### src/rtl/ctrl_pipe_if.sv
// Control-bundle interface between the decode stage and the control pipeline.
// The master side drives decode bundles and hazard inputs; the slave side returns per-stage controls.
interface ctrl_pipe_if;
  logic [1:0]  wb_in;
  logic [2:0]  m_in;
  logic [3:0]  ex_in;
  logic        id_valid;
  logic        stall;
  logic        ex_zero;

  logic        reg_dst;
  logic [1:0]  alu_op;
  logic        alu_src;
  logic        ex_valid;
  logic        branch;
  logic        mem_read;
  logic        mem_write;
  logic        pcsrc;
  logic        reg_write;
  logic        mem_to_reg;
  logic        wb_valid;
  logic [31:0] retired;

  modport master (
    output wb_in, m_in, ex_in, id_valid, stall, ex_zero,
    input  reg_dst, alu_op, alu_src, ex_valid,
    input  branch, mem_read, mem_write, pcsrc,
    input  reg_write, mem_to_reg, wb_valid, retired
  );

  modport slave (
    input  wb_in, m_in, ex_in, id_valid, stall, ex_zero,
    output reg_dst, alu_op, alu_src, ex_valid,
    output branch, mem_read, mem_write, pcsrc,
    output reg_write, mem_to_reg, wb_valid, retired
  );
endinterface

### src/rtl/ctrl_pipe.sv
// Carries decode control bundles through ID/EX, EX/MEM and MEM/WB, inserting
// load-use bubbles, squashing on a taken branch and counting retired instructions.
module ctrl_pipe (
  input  logic        clk,
  input  logic        rst,
  ctrl_pipe_if.slave  bus
);
  logic [1:0]  idex_wb_reg;
  logic [2:0]  idex_m_reg;
  logic [3:0]  idex_ex_reg;
  logic        idex_valid_reg;

  logic [1:0]  exmem_wb_reg;
  logic [2:0]  exmem_m_reg;
  logic        exmem_zero_reg;
  logic        exmem_valid_reg;

  logic [1:0]  memwb_wb_reg;
  logic        memwb_valid_reg;

  logic [31:0] retired_reg;
  logic        pcsrc;

  // A bubble carries branch=0, so pcsrc can only fire for a real branch.
  assign pcsrc = exmem_m_reg[2] & exmem_zero_reg;

  always_ff @(posedge clk) begin
    if (rst) begin
      idex_wb_reg     <= '0;
      idex_m_reg      <= '0;
      idex_ex_reg     <= '0;
      idex_valid_reg  <= 1'b0;
      exmem_wb_reg    <= '0;
      exmem_m_reg     <= '0;
      exmem_zero_reg  <= 1'b0;
      exmem_valid_reg <= 1'b0;
      memwb_wb_reg    <= '0;
      memwb_valid_reg <= 1'b0;
      retired_reg     <= '0;
    end else begin
      // Squash and load-use stall both just replace the incoming bundle with a bubble.
      if (pcsrc || bus.stall) begin
        idex_wb_reg    <= '0;
        idex_m_reg     <= '0;
        idex_ex_reg    <= '0;
        idex_valid_reg <= 1'b0;
      end else begin
        idex_wb_reg    <= bus.wb_in;
        idex_m_reg     <= bus.m_in;
        idex_ex_reg    <= bus.ex_in;
        idex_valid_reg <= bus.id_valid;
      end

      if (pcsrc) begin
        exmem_wb_reg    <= '0;
        exmem_m_reg     <= '0;
        exmem_zero_reg  <= 1'b0;
        exmem_valid_reg <= 1'b0;
      end else begin
        exmem_wb_reg    <= idex_wb_reg;
        exmem_m_reg     <= idex_m_reg;
        exmem_zero_reg  <= bus.ex_zero;
        exmem_valid_reg <= idex_valid_reg;
      end

      memwb_wb_reg    <= exmem_wb_reg;
      memwb_valid_reg <= exmem_valid_reg;

      if (memwb_valid_reg) begin
        retired_reg <= retired_reg + 32'd1;
      end
    end
  end

  assign bus.reg_dst    = idex_ex_reg[3];
  assign bus.alu_op     = idex_ex_reg[2:1];
  assign bus.alu_src    = idex_ex_reg[0];
  assign bus.ex_valid   = idex_valid_reg;
  assign bus.branch     = exmem_m_reg[2];
  assign bus.mem_read   = exmem_m_reg[1];
  assign bus.mem_write  = exmem_m_reg[0];
  assign bus.pcsrc      = pcsrc;
  assign bus.reg_write  = memwb_wb_reg[1];
  assign bus.mem_to_reg = memwb_wb_reg[0];
  assign bus.wb_valid   = memwb_valid_reg;
  assign bus.retired    = retired_reg;
endmodule

### src/flat_wrapper.sv
// flat-port wrapper written by rule: the top's interface ports become plain ports
module ctrl_pipe_flat 
  (clk, rst, bus_wb_in, bus_m_in, bus_ex_in, bus_id_valid, bus_stall, bus_ex_zero, bus_reg_dst, bus_alu_op, bus_alu_src, bus_ex_valid, bus_branch, bus_mem_read, bus_mem_write, bus_pcsrc, bus_reg_write, bus_mem_to_reg, bus_wb_valid, bus_retired);
  ctrl_pipe_if bus_i ();
  input  logic clk;
  input  logic rst;
  input wire logic [$bits(bus_i.wb_in)-1:0] bus_wb_in;
  input wire logic [$bits(bus_i.m_in)-1:0] bus_m_in;
  input wire logic [$bits(bus_i.ex_in)-1:0] bus_ex_in;
  input wire logic [$bits(bus_i.id_valid)-1:0] bus_id_valid;
  input wire logic [$bits(bus_i.stall)-1:0] bus_stall;
  input wire logic [$bits(bus_i.ex_zero)-1:0] bus_ex_zero;
  output wire logic [$bits(bus_i.reg_dst)-1:0] bus_reg_dst;
  output wire logic [$bits(bus_i.alu_op)-1:0] bus_alu_op;
  output wire logic [$bits(bus_i.alu_src)-1:0] bus_alu_src;
  output wire logic [$bits(bus_i.ex_valid)-1:0] bus_ex_valid;
  output wire logic [$bits(bus_i.branch)-1:0] bus_branch;
  output wire logic [$bits(bus_i.mem_read)-1:0] bus_mem_read;
  output wire logic [$bits(bus_i.mem_write)-1:0] bus_mem_write;
  output wire logic [$bits(bus_i.pcsrc)-1:0] bus_pcsrc;
  output wire logic [$bits(bus_i.reg_write)-1:0] bus_reg_write;
  output wire logic [$bits(bus_i.mem_to_reg)-1:0] bus_mem_to_reg;
  output wire logic [$bits(bus_i.wb_valid)-1:0] bus_wb_valid;
  output wire logic [$bits(bus_i.retired)-1:0] bus_retired;
  assign bus_i.wb_in = bus_wb_in;
  assign bus_i.m_in = bus_m_in;
  assign bus_i.ex_in = bus_ex_in;
  assign bus_i.id_valid = bus_id_valid;
  assign bus_i.stall = bus_stall;
  assign bus_i.ex_zero = bus_ex_zero;
  assign bus_reg_dst = bus_i.reg_dst;
  assign bus_alu_op = bus_i.alu_op;
  assign bus_alu_src = bus_i.alu_src;
  assign bus_ex_valid = bus_i.ex_valid;
  assign bus_branch = bus_i.branch;
  assign bus_mem_read = bus_i.mem_read;
  assign bus_mem_write = bus_i.mem_write;
  assign bus_pcsrc = bus_i.pcsrc;
  assign bus_reg_write = bus_i.reg_write;
  assign bus_mem_to_reg = bus_i.mem_to_reg;
  assign bus_wb_valid = bus_i.wb_valid;
  assign bus_retired = bus_i.retired;
  ctrl_pipe u_core (.clk(clk), .rst(rst), .bus(bus_i));
endmodule
### config.mk
export PLATFORM = sky130hd
export DESIGN_NAME = ctrl_pipe_flat
export DESIGN_NICKNAME = d
export VERILOG_FILES = /design/src/rtl/ctrl_pipe_if.sv /design/src/rtl/ctrl_pipe.sv /design/src/flat_wrapper.sv
export SDC_FILE = /design/constraint.sdc
export NUM_CORES = 1
export LEC_CHECK = 0
export CORE_MARGIN = 2
export CORE_UTILIZATION = 47
export DETAILED_ROUTE_END_ITERATION = 10
export PLACE_DENSITY = 0.79
export SYNTH_ARGS = -nofsm -noshare
export SYNTH_HDL_FRONTEND = slang
export SYNTH_SLANG_ARGS = --single-unit
### constraint.sdc
create_clock -name clk -period 2.27 [get_ports clk]
set_input_delay 0.454 -clock clk [delete_from_list [all_inputs] [get_ports clk]]
set_output_delay 0.454 -clock clk [all_outputs]
set_load 0.05 [all_outputs]
**Word-level counts from Yosys, hierarchy flattened**

Cells that the tools add are included.

- Flip-flop bits (word level): 52
- Latch bits: 0
- RAM bits: 0
- ROM bits: 0
- Bits of input ports: 14
- Output and inout port bits: 44
- Logic and storage cells: 16
- Memories kept: 0

- Add/subtract/negate cells: 1
- $mul: 0
- Div/mod/pow operators: 0
- Magnitude comparators: 0
- Equal/unequal tests: 0
- Shift-type cells: 0
- Multiplexer cells: 0
- Bitwise operators: 1
- Reductions and logical operators: 3

Operators with widths:

| cell | number |
|---|---|
| $add 32x1->32 const B | 1 |
| $reduce_or 2->1 | 2 |
| $and 1x1->1 | 1 |
| $logic_or 1x1->1 | 1 |

**Logic depth before layout (Yosys ltp)**

Gate-level depths: netlist (run 1).

- Word-level depth: 3
- Gate-level depth with buffers: 8

**Worst setup path before layout (run 1)**

OpenSTA, ideal clock, no wires.

- Kind: register to register
- Start point: register u_core.retired_reg[6], in the netlist u_core.bus.retired[6]
- End point: register u_core.retired_reg[29], in the netlist u_core.bus.retired[29]
- Arrival time: 2244 ps
- Data required time: 2149 ps
- Slack: -95 ps
- Stages on the path, launching flop included: 6
- Buffers on the path: 1
- Cell sequence: dfxtp_1 > nand4_2 > or4_1 > buf_2 > nor4_1 > mux2_2

- Word-level cells in the longest chain between the ends: 1

Ends and longest elaborated chain:

| element | RTL line | RTL |
|---|---|---|
| start, declared | ctrl_pipe.sv:21 | `logic [31:0] retired_reg;` |
| start signal, assigned | ctrl_pipe.sv:70 | `retired_reg <= retired_reg + 32'd1;` |
| $add 32x1->32 | ctrl_pipe.sv:70 |  |

No other way between the ends.
A chain may end at the register's enable or synchronous reset.

**Final worst setup path (run 1)**

- Start point: register u_core.retired_reg[2], in the netlist u_core.bus.retired[2]
- End point: output port bus_retired[2]

RTL lines:

| element | RTL line | RTL |
|---|---|---|
| end, declared | flat_wrapper.sv:24 | `output wire logic [$bits(bus_i.retired)-1:0] bus_retired;` |

No word-level cell between the ends.

==> flow_metrics.py, run 1 <==
metrics = {
    "worst_setup_path": {
        "crit_type": "reg2out",
        "timing.critical_path.slowest_cell_delay_ps": 870,
        "critPathCaptureType": "output port",
        "worstRegToRegCells": 5,
        "timing.critical_path.buf_inv": 1,
        "path_max_fanout": 8,
        "wp_data_arrival_ps": 1690,
        "timing.critical_path.cells": "clkdlybuf4s50_1",
        "cp.required_ps": 1820,
        "critical-path-slowest-cell": "sky130_fd_sc_hd__clkdlybuf4s50_1",
        "worst-path-stages": 1,
        "cp-start-kind": "register",
        "cpLargestDelayFamily": "buffers and inverters",
    },
    "place": {
        "detailedPlacementHpwl_mm": 3.29,
        "post-place-ws_ps": 173,
        "io_buffers": 57,
        "routabilityCongestion": 0.799,
        "placement.cell_area_um2": 2750,
    },
    "yosys": {
        "synth_top_area_share": 0.498,
        "syn_area_per_cell_um2": 9.33,
        "synth_cells": 224,
        "synth-seq-cells": 52,
        "syn_area_um2": 2090,
        "seq_area_frac_synth": 0.498,
        "number_of_distinct_standard_cells_referenced_by_the_synthesized_netlist": 26,
        "warning_count_from_the_yosys_run": 0,
        "synth.area.top_cells": "sky130_fd_sc_hd__dfxtp_1, sky130_fd_sc_hd__and2_1, sky130_fd_sc_hd__a21oi_1",
        "mappedNetlistNets": 239,
        "synthDominantAreaCellType": "sky130_fd_sc_hd__dfxtp_1",
    },
    "cells_and_area": {
        "nFillCells": 376,
        "antennaDiodeCount": 0,
        "layout-drive-gt1-share": 0.0833,
        "layout-area-overhead-vs-synth_pct": 36.1,
        "final_common_cell": "sky130_fd_sc_hd__clkdlybuf4s50_1",
        "finish.instance_area_um2": 2840,
        "flip_flop_count_of_the_largest_register_all_copies_and_words_added": 32,
        "mostFrequentLayoutCells": "sky130_fd_sc_hd__clkdlybuf4s50_1, sky130_fd_sc_hd__dfxtp_1, sky130_fd_sc_hd__and2_1",
        "design.final.nets": 302,
    },
    "sta": {
        "worst_hold_slack_ps": 431,
        "finalSetupViolations": 0,
        "fmaxAchievable_mhz": 467,
        "finClkSkew_ps": 5.17,
        "rsz_0062_raised_after_global_routing": "false",
        "layout_min_cycle_time_ps": 2140,
        "setup_slack_ps": 128,
        "max_slew.worst_pin.slew_ps": 521,
        "hold_violations": 0,
        "layout_worst_path_cycle_share": 0.943,
        "slew_headroom": 0.651,
        "tns_ps": 0,
        "timing_max_transition_violations_final": 0,
    },
    "worst_hold_path": {
        "min_path_type": "reg2reg",
        "worstHoldPathCells": 1,
    },
    "global_routing": {
        "track_usage": 0.194,
        "grt_start_max_net_pins": 28,
        "grt_antenna_before_repair": 0,
        "via_count_of_the_first_global_routing_pass": 1761,
        "globalRouteOverflowTotal": 0,
        "grt_first_pass_wirelength_mm": 7.91,
    },
    "route": {
        "route.final.wire_length_mm": 4.60,
        "number_of_design_rule_violations_left_after_detail_routing": 0,
        "detailedRoute.firstIterationViolations": 144,
        "detail-route-antenna-nets": 0,
        "post_drt_via_cell_ratio": 5.60,
        "drt_pre_antenna_iters": 4,
        "wl_per_cell_um": 13.5,
        "detailroute.via_count": 1903,
    },
    "clocking": {
        "clock-sinks": 52,
        "cts-hold-fix-buffers": 0,
        "cts_tree": "yes",
        "total_clock_buffers_created_by_cts": 5,
        "clk_pin_slew_ps": 90,
        "post_cts_resized": 0,
        "cts.root.buffer_cell": "sky130_fd_sc_hd__clkbuf_8",
        "cts_htree_levels": 2,
        "post-cts-setup-buffers": 0,
        "clk_path_buf_depth": 2,
        "clk-insertion-delay-late_ps": 310,
    },
    "die": {
        "design.die.area_um2": 4990,
        "placementRows": 24,
        "dieHeight_um": 70.7,
        "design.core.area_um2": 4320,
        "die-width_um": 70.7,
        "start_util": 0.483,
        "boundary_pin_count": 58,
    },
    "run_status": {
        "outcome": "finished clean",
    },
    "pwr": {
        "p_per_cell_area_nw_per_um2": 551,
        "static-leakage-power_nw": 0.965,
        "peakVddDrop_mv": 0.333,
    },
    "run": {
        "drv_cap": 0,
    },
}
[power breakdown]
| part | switching (mW) | internal, mW | leakage [nW] | total [mW] |
|---|---|---|---|---|
| clock network | 0.305 | 0.250 | 0.0516 | 0.554 |
| registers | 0.00412 | 0.924 | 0.424 | 0.928 |
| logic | 0.0446 | 0.0403 | 0.490 | 0.0848 |
[kinds of logic after synthesis]
family	share of synthesized area
AOI/OAI and AO/OA	0.110
xor gates and xnor gates	0.0419
adders and majority gates	0.00599
buffers and inverters	0.0210
DFF	0.498
muxes	0.0102
and+or+nand+nor	0.313
[area by class of cell]
class / count / area (µm²) / area share
sequential: 52 / 1050 / 0.368
multi-input combinational: 163 / 1000 / 0.353
timing repair buffer: 65 / 631 / 0.222
clock buffer: 6 / 82.6 / 0.0290
tap: 52 / 65.1 / 0.0229
clock inverter: 2 / 13.8 / 0.00484
[metal layers]
layer	up-vias	global-route usage	share of wire
li1	948	-	-
met1	896	0.251	0.46
met2	51	0.309	0.47
met3	8	0.0527	0.052
met4	0	0.0776	0.017
met5	-	0	0
[cells in the mapped netlist (all sizes together)]
master / instances
mux2i: 1
nor2b: 4
or3: 8
and3: 5
mux2: 1
nor2: 13
nand4: 16
nand2: 11
nor4: 1
or4: 13
and2: 22
a21oi: 20
and4: 6
buf: 3
o21ai: 8
ha: 1
dfxtp: 52
or2: 1
nor3: 3
nand3: 7
xor2: 7
xnor2: 3
o31ai: 12
clkbuf: 6
[final timing paths]
path	startpoint	to	slack, ps
setup / recovery	u_core.bus.retired[2]$_SDFFE_PP0P_	bus_retired[2]	130
hold / removal	u_core.idex_wb_reg[1]$_SDFF_PP0_	u_core.exmem_wb_reg[1]$_SDFF_PP0_	430
setup reg to reg	u_core.bus.retired[6]$_SDFFE_PP0P_	u_core.bus.retired[29]$_SDFFE_PP0P_	150
hold reg to reg	u_core.idex_wb_reg[1]$_SDFF_PP0_	u_core.exmem_wb_reg[1]$_SDFF_PP0_	430
[stage by stage]
stage / util / std cells / power (mW)
floorplan: - / 224 / 0.992
global placement: 0.635 / 332 / 1.03
detailed placement: 0.635 / 332 / 1.04
CTS: 0.658 / 340 / 1.59
global route: 0.658 / 340 / 1.63
finish: 0.658 / 340 / 1.57
(Power assumes the default switching activity.)
==> run 2, diff against run 1 <==
Settings changed: GPL_TIMING_DRIVEN set to 0.
==> run 2 against run 1 <==
- hold slack improved by 5.2 ps
- critical path type is now reg2reg
- clock-buffer cell count decreased by 1
- sequential power about the same
- sequential share of layout area increased by 0.13 points
- highest routed layer unchanged
==> flow_metrics.py, run 2 (synthesis gave the netlist of run 1 again) <==
metrics = {
    "run_status": {
        "outcome": "finished clean",
    },
    "die": {
        "design.die.area_um2": 4990,
        "boundary_pin_count": 58,
        "start_util": 0.483,
        "die-width_um": 70.7,
        "placementRows": 24,
        "design.core.area_um2": 4320,
        "dieHeight_um": 70.7,
    },
    "clocking": {
        "total_clock_buffers_created_by_cts": 5,
        "clk_path_buf_depth": 2,
        "cts.root.buffer_cell": "sky130_fd_sc_hd__clkbuf_8",
        "cts_tree": "yes",
        "clk-insertion-delay-late_ps": 310,
        "post-cts-setup-buffers": 0,
        "cts_htree_levels": 2,
        "clk_pin_slew_ps": 100,
        "clock-sinks": 52,
    },
    "route": {
        "route.final.wire_length_mm": 4.74,
        "drt_pre_antenna_iters": 4,
        "post_drt_via_cell_ratio": 5.64,
        "detailroute.via_count": 1916,
        "wl_per_cell_um": 14.0,
        "detailedRoute.firstIterationViolations": 141,
        "detail-route-antenna-nets": 0,
        "number_of_design_rule_violations_left_after_detail_routing": 0,
    },
    "sta": {
        "layout_min_cycle_time_ps": 2130,
        "fmaxAchievable_mhz": 470,
        "rsz_0062_raised_after_global_routing": "false",
        "layout_worst_path_cycle_share": 0.937,
        "hold_violations": 0,
        "max_slew.worst_pin.slew_ps": 712,
        "slew_headroom": 0.522,
        "finClkSkew_ps": 7.34,
        "tns_ps": 0,
        "finalSetupViolations": 0,
        "timing_max_transition_violations_final": 0,
    },
    "pwr": {
        "static-leakage-power_nw": 0.950,
        "peakVddDrop_mv": 0.474,
        "p_per_cell_area_nw_per_um2": 558,
    },
    "worst_setup_path": {
        "crit_path_launch": "u_core.bus.retired[7]$_SDFFE_PP0P_",
        "path_max_fanout": 10,
        "crit_top_cell": "sky130_fd_sc_hd__buf_2",
        "crit_type": "reg2reg",
        "cp-start-kind": "register",
        "r2r_start": "u_core.bus.retired[7]$_SDFFE_PP0P_",
        "timing.critical_path.cells": "nand4_1, or4_1, buf_2, buf_6, buf_2, o31ai_1, a21oi_1",
        "wp_data_arrival_ps": 2320,
        "timing.critical_path.slowest_cell_delay_ps": 480,
        "critical-path-slowest-cell": "sky130_fd_sc_hd__or4_1",
        "critPathCaptureType": "register",
        "cp.required_ps": 2460,
    },
    "run": {
        "drv_cap": 0,
    },
    "cells_and_area": {
        "design.final.nets": 302,
        "final_util": 0.655,
        "flip_flop_count_of_the_largest_register_all_copies_and_words_added": 32,
        "nFillCells": 383,
        "multi_input_area_um2": 1010,
        "layout-drive-gt1-share": 0.0660,
        "mostFrequentLayoutCells": "sky130_fd_sc_hd__clkdlybuf4s50_1, sky130_fd_sc_hd__dfxtp_1, sky130_fd_sc_hd__and2_1",
        "antennaDiodeCount": 0,
        "layout-area-overhead-vs-synth_pct": 35.6,
        "register_area_um2": 1050,
        "final_common_cell": "sky130_fd_sc_hd__clkdlybuf4s50_1",
    },
    "global_routing": {
        "via_count_of_the_first_global_routing_pass": 1687,
        "grt_antenna_before_repair": 0,
        "globalRouteOverflowTotal": 0,
        "track_usage": 0.197,
        "grt_first_pass_wirelength_mm": 7.85,
        "grt_start_max_net_pins": 20,
    },
    "place": {
        "routabilityCongestion": 0.848,
        "detailedPlacementHpwl_mm": 3.33,
        "io_buffers": 57,
    },
    "worst_hold_path": {
        "holdCritStartpoint": "u_core.idex_wb_reg[1]$_SDFF_PP0_",
        "min_path_type": "reg2reg",
    },
}
-- run 2: cell type report --
class | count | share of cell area
clock inverters | 3 | 0.0102
clock buffers | 5 | 0.0243
well taps | 52 | 0.0230
flip-flops and latches | 52 | 0.370
repair buffers | 57 | 0.201
plain buffers | 8 | 0.0141
multi-input cells | 163 | 0.358
-- run 2: final timing paths --
kind         cells past startpoint  slack, ps                                  end
max                              7        140  u_core.bus.retired[30]$_SDFFE_PP0P_
min                              1        440    u_core.exmem_wb_reg[1]$_SDFF_PP0_
max reg2reg                      7        140  u_core.bus.retired[30]$_SDFFE_PP0P_
min reg2reg                      1        440    u_core.exmem_wb_reg[1]$_SDFF_PP0_
-- run 2: critical path, delay by kind of cell, from the launching register on --
kind / cells / cell delay, ps
flip-flops: 1 / 470
AO/OA/AOI/OAI: 2 / 370
AND/OR/NAND/NOR: 2 / 650
buffers and inverters: 3 / 520
-- run 2: where the power goes --
| part | internal, mW | switching [mW] | leakage (nW) |
|---|---|---|---|
| sequential | 0.924 | 0.00398 | 0.424 |
| clock | 0.233 | 0.338 | 0.0511 |
| combinational | 0.0383 | 0.0449 | 0.475 |
-- run 2: per-stage QoR --
stage	hold slack, ps	worst slack (ps)	instances	instance area, µm²	total power [mW]
4_1_cts	441	97.0	341	2830	1.60
2_1_floorplan	406	34.4	224	2100	0.992
3_5_place_dp	415	128	333	2730	1.03
3_3_place_gp	408	138	333	2730	1.03
5_1_grt	457	6.67	340	2830	1.64
6_report	436	143	340	2830	1.58
-- run 2: routing by layer --
metal / wire, µm / vias up / GRT usage / share of wire
met5: 0 / - / 0 / 0
met4: 105 / 0 / 0.0776 / 0.022
met3: 342 / 11 / 0.0684 / 0.072
met2: 2180 / 57 / 0.302 / 0.46
met1: 2110 / 898 / 0.256 / 0.44
li1: - / 950 / - / -
-- run 2: repair_timing --
item	CTS	global route
setup endpoints to repair	0	6
hold buffers	0	0
endpoints found under the hold margin	0	0
resized for setup	0	1
